`config.mk`:
```
export PLATFORM = sky130hd
export DESIGN_NAME = clkdiv_prog_flat
export DESIGN_NICKNAME = d
export VERILOG_FILES = /design/src/rtl/clkdiv_prog_if.sv /design/src/rtl/clkdiv_prog.sv /design/src/flat_wrapper.sv
export SDC_FILE = /design/constraint.sdc
export NUM_CORES = 1
export LEC_CHECK = 0
export BUFFER_PORTS_ARGS = -buffer_cell sky130_fd_sc_hd__buf_2
export CORE_ASPECT_RATIO = 1.2
export CORE_UTILIZATION = 45
export CTS_CLUSTER_DIAMETER = 50
export DETAILED_ROUTE_END_ITERATION = 8
export GPL_TIMING_DRIVEN = 1
export PLACE_DENSITY_LB_ADDON = 0.1
export SLEW_MARGIN = 10
export SYNTH_ARGS = -nofsm -noshare
export SYNTH_HDL_FRONTEND = slang
export SYNTH_SLANG_ARGS = --single-unit
export TNS_END_PERCENT = 50
```
`constraint.sdc`:
```
create_clock -name clk -period 5.9 [get_ports clk]
set_input_delay 0.295 -clock clk [delete_from_list [all_inputs] [get_ports clk]]
set_output_delay 0.295 -clock clk [all_outputs]
set_load 0.01 [all_outputs]
```
`src/rtl/clkdiv_prog_if.sv`:
```
// Bus bundle for clkdiv_prog: enable, configuration write port and divider outputs.
interface clkdiv_prog_if #(
    parameter int CNT_W = 8
);
    logic             en;
    logic             cfg_we;
    logic [CNT_W-1:0] cfg_period;
    logic [CNT_W-1:0] cfg_high;
    logic             clkout;
    logic [CNT_W-1:0] cnt;
    logic             cfg_pend;
    logic             rise_stb;
    logic             fall_stb;

    modport master (
        output en, cfg_we, cfg_period, cfg_high,
        input  clkout, cnt, cfg_pend, rise_stb, fall_stb
    );

    modport slave (
        input  en, cfg_we, cfg_period, cfg_high,
        output clkout, cnt, cfg_pend, rise_stb, fall_stb
    );
endinterface

```
`src/rtl/clkdiv_prog.sv`:
```
// Runtime-programmable clock divider with double-buffered period/high-time settings.
// Edge strobes are present only when CLKDIV_STB_EN is defined; otherwise tied to 0.
module clkdiv_prog #(
    parameter int CNT_W      = 8,
    parameter int DEF_PERIOD = 26,
    parameter int DEF_HIGH   = 14
) (
    input  logic           clk,
    input  logic           rst,
    clkdiv_prog_if.slave   bus
);
    localparam logic [CNT_W-1:0] DEF_PER_C = CNT_W'(DEF_PERIOD);
    localparam logic [CNT_W-1:0] DEF_HI_C  = CNT_W'(DEF_HIGH);

    // Period P = max(N,1)+1, kept one bit wider so N = all-ones does not wrap.
    function automatic logic [CNT_W:0] period_of(input logic [CNT_W-1:0] n);
        if (n == '0) return (CNT_W+1)'(2);
        return {1'b0, n} + (CNT_W+1)'(1);
    endfunction

    function automatic logic level_at(input logic [CNT_W-1:0] k,
                                      input logic [CNT_W-1:0] n,
                                      input logic [CNT_W-1:0] h);
        logic [CNT_W:0] p;
        logic [CNT_W:0] hx;
        p  = period_of(n);
        hx = {1'b0, h};
        if (hx >= p) return 1'b1;
        return {1'b0, k} >= (p - hx);
    endfunction

    logic [CNT_W-1:0] cnt_q, cnt_d;
    logic [CNT_W-1:0] per_a_q, per_a_d;
    logic [CNT_W-1:0] hi_a_q, hi_a_d;
    logic [CNT_W-1:0] per_p_q, per_p_d;
    logic [CNT_W-1:0] hi_p_q, hi_p_d;
    logic             pend_q, pend_d;
    logic             clkout_q, clkout_d;
    logic             at_end;
    logic             wrap;

    always_comb begin
        per_a_d  = per_a_q;
        hi_a_d   = hi_a_q;
        per_p_d  = per_p_q;
        hi_p_d   = hi_p_q;
        pend_d   = pend_q;
        cnt_d    = cnt_q;
        clkout_d = clkout_q;
        at_end   = ({1'b0, cnt_q} == (period_of(per_a_q) - (CNT_W+1)'(1)));
        wrap     = bus.en && at_end;

        if (bus.cfg_we) begin
            per_p_d = bus.cfg_period;
            hi_p_d  = bus.cfg_high;
            pend_d  = 1'b1;
        end

        if (wrap) begin
            cnt_d = '0;
            // A write landing on the wrap cycle bypasses the pending registers.
            if (bus.cfg_we) begin
                per_a_d = bus.cfg_period;
                hi_a_d  = bus.cfg_high;
                pend_d  = 1'b0;
            end else if (pend_q) begin
                per_a_d = per_p_q;
                hi_a_d  = hi_p_q;
                pend_d  = 1'b0;
            end
        end else if (bus.en) begin
            cnt_d = cnt_q + CNT_W'(1);
        end

        if (bus.en) clkout_d = level_at(cnt_d, per_a_d, hi_a_d);
    end

    always_ff @(posedge clk) begin
        if (rst) begin
            cnt_q    <= '0;
            per_a_q  <= DEF_PER_C;
            hi_a_q   <= DEF_HI_C;
            per_p_q  <= '0;
            hi_p_q   <= '0;
            pend_q   <= 1'b0;
            clkout_q <= level_at('0, DEF_PER_C, DEF_HI_C);
        end else begin
            cnt_q    <= cnt_d;
            per_a_q  <= per_a_d;
            hi_a_q   <= hi_a_d;
            per_p_q  <= per_p_d;
            hi_p_q   <= hi_p_d;
            pend_q   <= pend_d;
            clkout_q <= clkout_d;
        end
    end

    assign bus.clkout   = clkout_q;
    assign bus.cnt      = cnt_q;
    assign bus.cfg_pend = pend_q;

`ifdef CLKDIV_STB_EN
    logic rise_q, rise_d;
    logic fall_q, fall_d;

    // Strobes drop to 0 once en is sampled low; the pre-pause value stays visible for that cycle.
    always_comb begin
        rise_d = bus.en &&  clkout_d && !clkout_q;
        fall_d = bus.en && !clkout_d &&  clkout_q;
    end

    always_ff @(posedge clk) begin
        if (rst) begin
            rise_q <= 1'b0;
            fall_q <= 1'b0;
        end else begin
            rise_q <= rise_d;
            fall_q <= fall_d;
        end
    end

    assign bus.rise_stb = rise_q;
    assign bus.fall_stb = fall_q;
`else
    assign bus.rise_stb = 1'b0;
    assign bus.fall_stb = 1'b0;
`endif
endmodule

```
`src/flat_wrapper.sv`:
```
// flat-port wrapper written by rule: the top's interface ports become plain ports
module clkdiv_prog_flat 
#(
    parameter int CNT_W      = 8,
    parameter int DEF_PERIOD = 26,
    parameter int DEF_HIGH   = 14
)
  (clk, rst, bus_en, bus_cfg_we, bus_cfg_period, bus_cfg_high, bus_clkout, bus_cnt, bus_cfg_pend, bus_rise_stb, bus_fall_stb);
  clkdiv_prog_if #(.CNT_W(CNT_W)) bus_i ();
  input  logic clk;
  input  logic rst;
  input wire logic [$bits(bus_i.en)-1:0] bus_en;
  input wire logic [$bits(bus_i.cfg_we)-1:0] bus_cfg_we;
  input wire logic [$bits(bus_i.cfg_period)-1:0] bus_cfg_period;
  input wire logic [$bits(bus_i.cfg_high)-1:0] bus_cfg_high;
  output wire logic [$bits(bus_i.clkout)-1:0] bus_clkout;
  output wire logic [$bits(bus_i.cnt)-1:0] bus_cnt;
  output wire logic [$bits(bus_i.cfg_pend)-1:0] bus_cfg_pend;
  output wire logic [$bits(bus_i.rise_stb)-1:0] bus_rise_stb;
  output wire logic [$bits(bus_i.fall_stb)-1:0] bus_fall_stb;
  assign bus_i.en = bus_en;
  assign bus_i.cfg_we = bus_cfg_we;
  assign bus_i.cfg_period = bus_cfg_period;
  assign bus_i.cfg_high = bus_cfg_high;
  assign bus_clkout = bus_i.clkout;
  assign bus_cnt = bus_i.cnt;
  assign bus_cfg_pend = bus_i.cfg_pend;
  assign bus_rise_stb = bus_i.rise_stb;
  assign bus_fall_stb = bus_i.fall_stb;
  clkdiv_prog #(.CNT_W(CNT_W), .DEF_PERIOD(DEF_PERIOD), .DEF_HIGH(DEF_HIGH)) u_core (.clk(clk), .rst(rst), .bus(bus_i));
endmodule
```
After elaboration in Yosys (flattened, before gate mapping)
Cells that the tools add are included.
{"block": "totals", "register_bits": 42, "latch_bits": 0, "ram_bits": 0, "romBits": 0, "input_bits": 20, "output_inout_bits": 12, "word_cells": 42, "memories": 0}
{"block": "classes", "n_addsub": 5, "multipliers": 0, "n_div": 0, "magnitude_cmp": 2, "n_eq_ne": 1, "shift": 0, "muxes": 24, "n_bitwise": 0, "reduce_logical": 3}
{"op": "8-bit 2-to-1 mux", "count": 8}
{"op": "9-bit 2-to-1 mux", "count": 5}
{"op": "8-bit by 1-bit adder with 9-bit output (second input constant)", "count": 2}
{"op": "8-bit by 9-bit >= comparator with 1-bit output", "count": 2}
{"op": "8-bit logical NOT", "count": 2}
{"op": "1-bit 2-to-1 mux", "count": 11}
{"op": "8-bit by 9-bit equality test with 1-bit output", "count": 1}
{"op": "9-bit by 1-bit subtractor with 9-bit output (second input constant)", "count": 1}
{"op": "9-bit by 8-bit subtractor with 9-bit output", "count": 1}
{"op": "8-bit by 1-bit adder with 8-bit output (second input constant)", "count": 1}
{"op": "1-bit logical AND", "count": 1}

Logic depth before layout (Yosys ltp)
Gate-level depths: netlist (run 1).
{"block": "depth", "depth_word": 16, "depth_mapped": 32, "depth_no_buf": 29}

Worst setup path after synthesis (run 1)
OpenSTA, ideal clock, no wires.
{"block": "synth_timing", "kind": "register -> register", "from": "register u_core.per_a_q[0]", "to": "register u_core.clkout_q, in the netlist u_core.bus.clkout", "setup_time_ps": 126, "arrival_time_ps": 5954, "required_time_ps": 5774, "slack_ps": -180, "path_stages_with_launch": 31, "n_path_buf": 2, "period_less_slack_ps": 6080, "cell_sequence": "dfxtp_1 -> clkbuf_1 -> inv_1 -> ha_1 -> nor3b_1 -> and2_1 -> buf_6 -> o311a_1 -> or3_1 -> a311o_1 -> and2_4 -> nand4bb_4 -> a22o_2 -> nor4b_1 -> nand3_1 -> o21ai_1 -> ha_1 -> inv_1 -> fa_1 -> inv_1 -> ha_1 -> a21o_1 -> a21o_1 -> a21o_1 -> a21o_1 -> a21o_1 -> a21o_1 -> a21oi_1 -> nor2_1 -> o31ai_1 -> mux2i_1"}
{"block": "synth_between", "elab_chain_len": 16, "elab_cells_between_ends": 24, "classes_between": "4 x add/sub; 2 x order compare; 1 x eq/ne; 14 x mux; 3 x reduce/logical"}
{"item": "start: declaration", "line_no": "clkdiv_prog.sv:33", "source": "logic [CNT_W-1:0] per_a_q, per_a_d;"}
{"item": "start signal: assignment", "line_no": "clkdiv_prog.sv:89", "source": "per_a_q <= per_a_d;"}
{"item": "branches (longest 15 deep; another with 8-bit by 1-bit adder with 9-bit output)"}
{"item": "1-bit 2-to-1 mux (*)", "line_no": "clkdiv_prog.sv:29", "source": "return {1'b0, k} >= (p - hx);"}
{"item": "end signal: assignment", "line_no": "clkdiv_prog.sv:86", "source": "clkout_q <= level_at('0, DEF_PER_C, DEF_HI_C);"}
{"item": "end signal: assignment", "line_no": "clkdiv_prog.sv:94", "source": "clkout_q <= clkout_d;"}
{"item": "end: declaration", "line_no": "clkdiv_prog.sv:38", "source": "logic clkout_q, clkout_d;"}
Every way passes the cells marked *. The select of a mux whose other input is x is not followed.
A chain may end at the register's enable or synchronous reset.

Worst setup path after layout (run 1)
Same ends and word-level chain as after synthesis.

==> impl_results.md, run 1 <==
- Status: complete, no violations
- Worst slew margin: ~50%
- DIE AREA: just under 8000 µm²
- Total grt overflow: 0
- Largest cells by area after synthesis: dfxtp_1 25%, ha_1 8.3%, xnor2_1 6.8%
- Cell mode on critical path: a21o_1
- Clock latency on the worst-skew pair: roughly 290 ps
- IO Pins: 32
- Vias in the first global route: 2,779
- Met3 Use GR: under 10%
- Tcrit/Tclk final: about 100%
- Pins Over Slew Limit: 0
- Crit Path Category: flop to flop
- Post-route ant nets: 0
- Post-Syn Instances: around 400
- Die width: 80.6 µm
- Worst EP required: 6070 ps
- Slowest stage cell on the critical path: fa_1
- CP max stage delay: about 470 ps
- Initial Utilization: approximately 46%
- Power per Cell Area: 144 nW/µm²
- DRT Wirelength: about 8200 µm
- Ys flop type: dfxtp_1
- Residual DRC count: 0
- Root Driver: clkbuf_8
- Yosys cell types: 65
- Fin nets: just over 500
- Die height: about 96 µm
- CTS clk-pin slew, worst paths: approximately 80 ps
- CORE AREA: slightly above 7000 µm²
- PortBufs: 29
- Total CTS buffers: 5
- M2 GR Usage: between 30% and 40%
- Max Cap Viol: 0
- EDFF count, synth: 0
- Post-DP HPWL: about 6200 µm
- #FFs+latches synth: between 40 and 50
- Largest net degree at the start of global routing: 44
- Vias: between 3,000 and 4,000
- Avg Synthesized Cell Area: 8.11 µm²
- Post-CTS Hold Buffers: 0
- Final Setup Violations: 0
- Yosys Warn Count: 0
- Gr usage total: 22.1%
- Layout Area Growth over Synthesis: 21.2%
- DR WL/cell: 14.8 µm
- M1 GR Usage: ~28%
- Setup slack at placement: -151 ps
- Vias/cell: between 5 and 6
- Cell taking the most area after synthesis: dfxtp_1
- Cell Area, Placed: 3770 µm²
- Utilization after layout: between 50 and 60%
- Initial antenna violation count: 0
- Leakage power: between 0.0015 and 0.002 µW
- Worst vdd ir: between 0.1 and 0.15 mV
- Slew @ Worst Pin: 746 ps
- CP arrival: ~6000 ps
- Ys async rst share: 0%
- Post-synthesis sequential area ratio: between 20% and 30%
- Fraction of layout cells with a size suffix above 1: 26.7%
- Diode count: 0
- Tot Pwr: between 500 and 600 µW
- Final RePlAce weighted congestion: between 0.8 and 0.9
- Yosys top cell area share: around a quarter
- First-pass GRT wire length: roughly 13,000 µm
- Crit path time final: 5830 ps
- Clk sink count: 42
- Final worst slack: between 60 and 70 ps
- Critical path launch point type: flop
- Pre-antenna DRT Iters: 4
- Hold Crit Class: primary input to flop
- Critical Path End Type: flop
- Final hold viol count: 0
- Fill cells: 710
- CTS tree: built
- RSZ-0062 raised after global routing: true
- Post-route cell area: ~4000 µm²
- Mapped Area: about 3300 µm²
- Skew final: about 4.4 ps
- Most Used Layer, Global Route: met2
- Max FO, Critical Path: 6
- Maximum clock frequency: 171 MHz
- Deepest clock path buffer count: 2
- Number of DRC markers in iteration 0: 66
- Rows: 34
- H-tree Lvls: 2
## cells in the final DEF, fill, tap and decap left out, types with 5 or more instances in the layout
cell / instances
nand4_1: 6
a21oi_1: 19
nor2_1: 45
buf_2: 29
inv_1: 16
nor3_1: 13
xnor2_1: 25
dfxtp_1: 38
nand2b_1: 13
a221oi_1: 8
a22o_1: 6
nor2b_1: 9
mux2i_1: 18
nand2_1: 23
ha_1: 19
a21oi_2: 5
buf_4: 44
a21o_1: 10
clkbuf_8: 5
nand3_1: 13
xor2_1: 8
o21ai_0: 13
## cells in the mapped netlist (all sizes together) (6+ instances only)
| cell | n |
|---|---|
| xor2 | 8 |
| o21ai | 16 |
| buf | 13 |
| a21o | 10 |
| nand2 | 23 |
| ha | 22 |
| nor3 | 15 |
| nor2b | 9 |
| a21oi | 24 |
| nand3 | 16 |
| nor2 | 46 |
| nand4 | 6 |
| mux2i | 18 |
| a221oi | 8 |
| clkbuf | 15 |
| xnor2 | 26 |
| nand2b | 13 |
| inv | 20 |
| dfxtp | 42 |
| a22o | 10 |
## power by group
group	switching, µW	internal (µW)
clock network	102	126
logic	29.5	24.8
registers	9.70	291
total	141	442
## cell type report
| class | instances | area, µm² | share of cell area, % |
|---|---|---|---|
| multi-input combinational | 322 | 2410 | 59.7 |
| clock inverter | 2 | 37.5 | 0.929 |
| tap | 90 | 113 | 2.79 |
| timing repair buffer | 73 | 475 | 11.8 |
| clock buffer | 6 | 72.6 | 1.80 |
| inverter | 20 | 80.1 | 1.98 |
| sequential | 42 | 851 | 21.1 |
## timing repair
| item | 4_1_cts | 5_1_grt |
|---|---|---|
| endpoints found under the setup margin | 1 | 1 |
| endpoints found under the hold margin | 0 | 0 |
| pin swaps | 4 | 20 |
| buffers inserted | 2 | 4 |
| resized for setup | 7 | 25 |
## state kept, by name, indices dropped and copies added (netlist names)
signal               cells
u_core.hi_a_q            8
u_core.per_a_q           8
u_core.bus.cfg_pend      1
u_core.hi_p_q            8
u_core.per_p_q           8
u_core.bus.cnt           8
u_core.bus.clkout        1
## critical path, delay by kind of cell (launching register included)
kind / cells / cell delay, ps
simple gates: 8 / 1590
compound gates: 12 / 2410
fa+ha+maj: 4 / 1080
buf+inv: 3 / 130
mux: 1 / 100
flops: 1 / 380
## routing by layer
layer  part of all wire [%]  routed length, µm  up-vias
li1                       -                  -     1561
met1                     46               3770     1393
met2                     50               4080       57
met3                    2.9                241       10
met4                    1.5                124        0
met5                      0                  0        -
## worst paths after layout
check                         start           endpoint  slack, ps  depth (start not counted)
setup / recovery  u_core.per_a_q[0]  u_core.bus.clkout         70                         28
hold / removal      bus_cfg_high[0]   u_core.hi_p_q[0]        250                          3
setup reg to reg  u_core.per_a_q[0]  u_core.bus.clkout         70                         28
hold reg to reg   u_core.per_p_q[7]  u_core.per_p_q[7]        480                          2
## stage by stage
step,instances,TNS [ps],hold WS (ps)
after floorplan,412,0,436
after global placement,541,-3.25,450
after detailed placement,541,-151,466
after CTS,551,0,239
after global routing,555,-173,245
final,555,0,246
## kinds of logic (layout without fill, tap and decap cells)
| kind of cell | count (synthesis) | count (layout) | share of synthesized area (%) |
|---|---|---|---|
| AND/OR/NAND/NOR | 154 | 154 | 25.6 |
| AO/OA/AOI/OAI | 91 | 91 | 19.3 |
| buffers and inverters | 48 | 101 | 6.57 |
| flip-flops | 42 | 42 | 25.2 |
| XOR/XNOR | 34 | 34 | 8.93 |
| adder cells (fa/ha/maj) | 23 | 23 | 8.86 |
| multiplexers | 18 | 18 | 5.40 |
| other | 1 | 2 | 0.112 |
Note: power is estimated with default switching activity, not from simulation.
==> inputs of run 2 (changes only) <==
--- a/config.mk
+++ b/config.mk
@@ -11,7 +11,8 @@
 export CTS_CLUSTER_DIAMETER = 50
 export DETAILED_ROUTE_END_ITERATION = 8
 export GPL_TIMING_DRIVEN = 1
-export PLACE_DENSITY_LB_ADDON = 0.1
+export PLACE_DENSITY = 0.66
+export SETUP_SLACK_MARGIN = 0.05
 export SLEW_MARGIN = 10
 export SYNTH_ARGS = -nofsm -noshare
 export SYNTH_HDL_FRONTEND = slang
==> impl_results.md, run 2 (synthesized netlist as in run 1, its figures left out) <==
- Status: complete, no violations
- Tot Pwr: 551 µW
- RSZ-0062 raised after global routing: true
- Maximum clock frequency: 175 MHz
- CP max stage delay: between 500 and 600 ps
- Root Driver: clkbuf_8
- Initial antenna violation count: 0
- Pre-antenna DRT Iters: 4
- Worst hold path startpoint: bus_cfg_period[1]
- CTS tree: built
- Rows: 34
- PortBufs: 29
- Initial Utilization: 46.1%
- First-pass GRT wire length: 13,500 µm
- Worst EP required: 6080 ps
- Residual DRC count: 0
- Post-CTS Hold Buffers: 0
- CORE AREA: around 7200 µm²
- Dpl cells: 532
- Die width: about 80 µm
- DIE AREA: about 7800 µm²
- Most common cell after layout, fill and taps aside: nor2_1
- Clk sink count: 42
- DRT Wirelength: 8210 µm
- Total grt overflow: 0
- Skew final: between 2 and 3 ps
- Fraction of layout cells with a size suffix above 1: about 27%
- Slew @ Worst Pin: 809 ps
- CTS clk-pin slew, worst paths: around 80 ps
- Crit path time final: between 5000 and 6000 ps
- Max FO, Critical Path: 4
- Pins Over Slew Limit: 0
- CP arrival: between 5000 and 6000 ps
- Worst slew margin: 46.0%
- Final hold slack: between 200 and 250 ps
- Max Cap Viol: 0
- Worst r2r src: u_core.per_a_q[0]
- Vias in the first global route: about 2,900
- Vias/cell: approximately 5.6
- Post-DP HPWL: between 6000 and 7000 µm
- Cell mode on critical path: a21o_1
- Power per Cell Area: between 100 and 150 nW/µm²
- Layout Area Growth over Synthesis: 19.8%
- Total CTS buffers: 5
- Final Setup Violations: 0
- Largest net degree at the start of global routing: 44
- Worst vdd ir: between 0.1 and 0.15 mV
- Utilization after layout: a little under three fifths
- Leakage power: 0.00165 µW
- Clock latency on the worst-skew pair: 300 ps
- Final hold viol count: 0
- CP Buf/Inv Count: 5
- Number of DRC markers in iteration 0: about 130
- Critical Path End Type: flop
- Critical path launch point type: flop
- Finished Layout Cells: between 500 and 600
- IO Pins: 32
- Final RePlAce weighted congestion: 0.887
- Gr usage total: a little under a quarter
- Commonest non-fill, non-tap cells in the layout: 45 x nor2_1, 36 x dfxtp_1, 33 x buf_4
- Die height: between 90 and 100 µm
- Vias: between 3,000 and 4,000
- Hold Crit Class: primary input to flop
- Post-route ant nets: 0
- DR WL/cell: 15.1 µm
- Beginning of the critical path: u_core.per_a_q[0]
- Cell family with most CP delay: compound AO/OA/AOI/OAI gates
- H-tree Lvls: 2
- Total negative slack: 0 ps
- Slowest stage cell on the critical path: fa_1
- Crit Path Category: flop to flop
- Fin nets: 496
- Diode count: 0
- Tcrit/Tclk final: a little over nine tenths
- Fill cells: 700
- Deepest clock path buffer count: 2
[run 2: changes by cell type in the layout (fill, tap and decap cells not counted), sizes merged]
cell    previous run  this run
clkinv             0         1
bufinv             1         0
buf               73        62
[run 2: worst register-to-register path: cells and delay by family, from the launching register on]
| family | cells | cell delay [ps] |
|---|---|---|
| buf+inv | 5 | 410 |
| fa+ha+maj | 4 | 1200 |
| flops | 1 | 390 |
| compound gates | 12 | 2340 |
| mux | 1 | 90 |
| simple gates | 6 | 1170 |
[run 2: report_power, final]
group | total (µW) | leakage, µW | switching (µW) | internal (µW)
sequential | 300 | 0.000344 | 10.4 | 290
combinational | 54.0 | 0.00126 | 29.5 | 24.5
clock | 196 | 0.0000472 | 102 | 94.1
[run 2: metrics by stage]
stage	setup slack, ps	area (µm²)
final	201	3990
after detailed placement	67.7	3740
after CTS	62.8	3830
after global placement	149	3740
after floorplan	64.5	3420
after global routing	-102	3990
[run 2: worst paths after layout]
check	slack, ps	to	cells past startpoint
setup / recovery	200	u_core.bus.clkout	28
hold / removal	240	u_core.per_p_q[1]	3
setup reg to reg	200	u_core.bus.clkout	28
hold reg to reg	480	u_core.per_p_q[7]	2
[run 2: layout make-up]
class / instances / area (µm²) / area share (%)
clock buffers: 6 / 82.6 / 2.07
clock inverters: 2 / 12.5 / 0.313
inverters: 20 / 80.1 / 2.01
multi-input cells: 322 / 2450 / 61.5
flip-flops and latches: 42 / 858 / 21.5
well taps: 90 / 113 / 2.82
repair buffers: 62 / 393 / 9.84
[run 2: timing repair]
action                                  in CTS  in global routing
buffers inserted                             0                  4
gates resized for setup                      0                 31
endpoints found under the setup margin       0                  1
[run 2: per-layer routing]
metal  GRT usage [%]  vias to the layer above  share of wire (%)
met2            40.7                       66                 51
met5               0                        -                  0
met1            27.1                     1415                 43
met3            2.94                       13                3.5
li1                -                     1534                  -
met4            8.78                        0                1.9
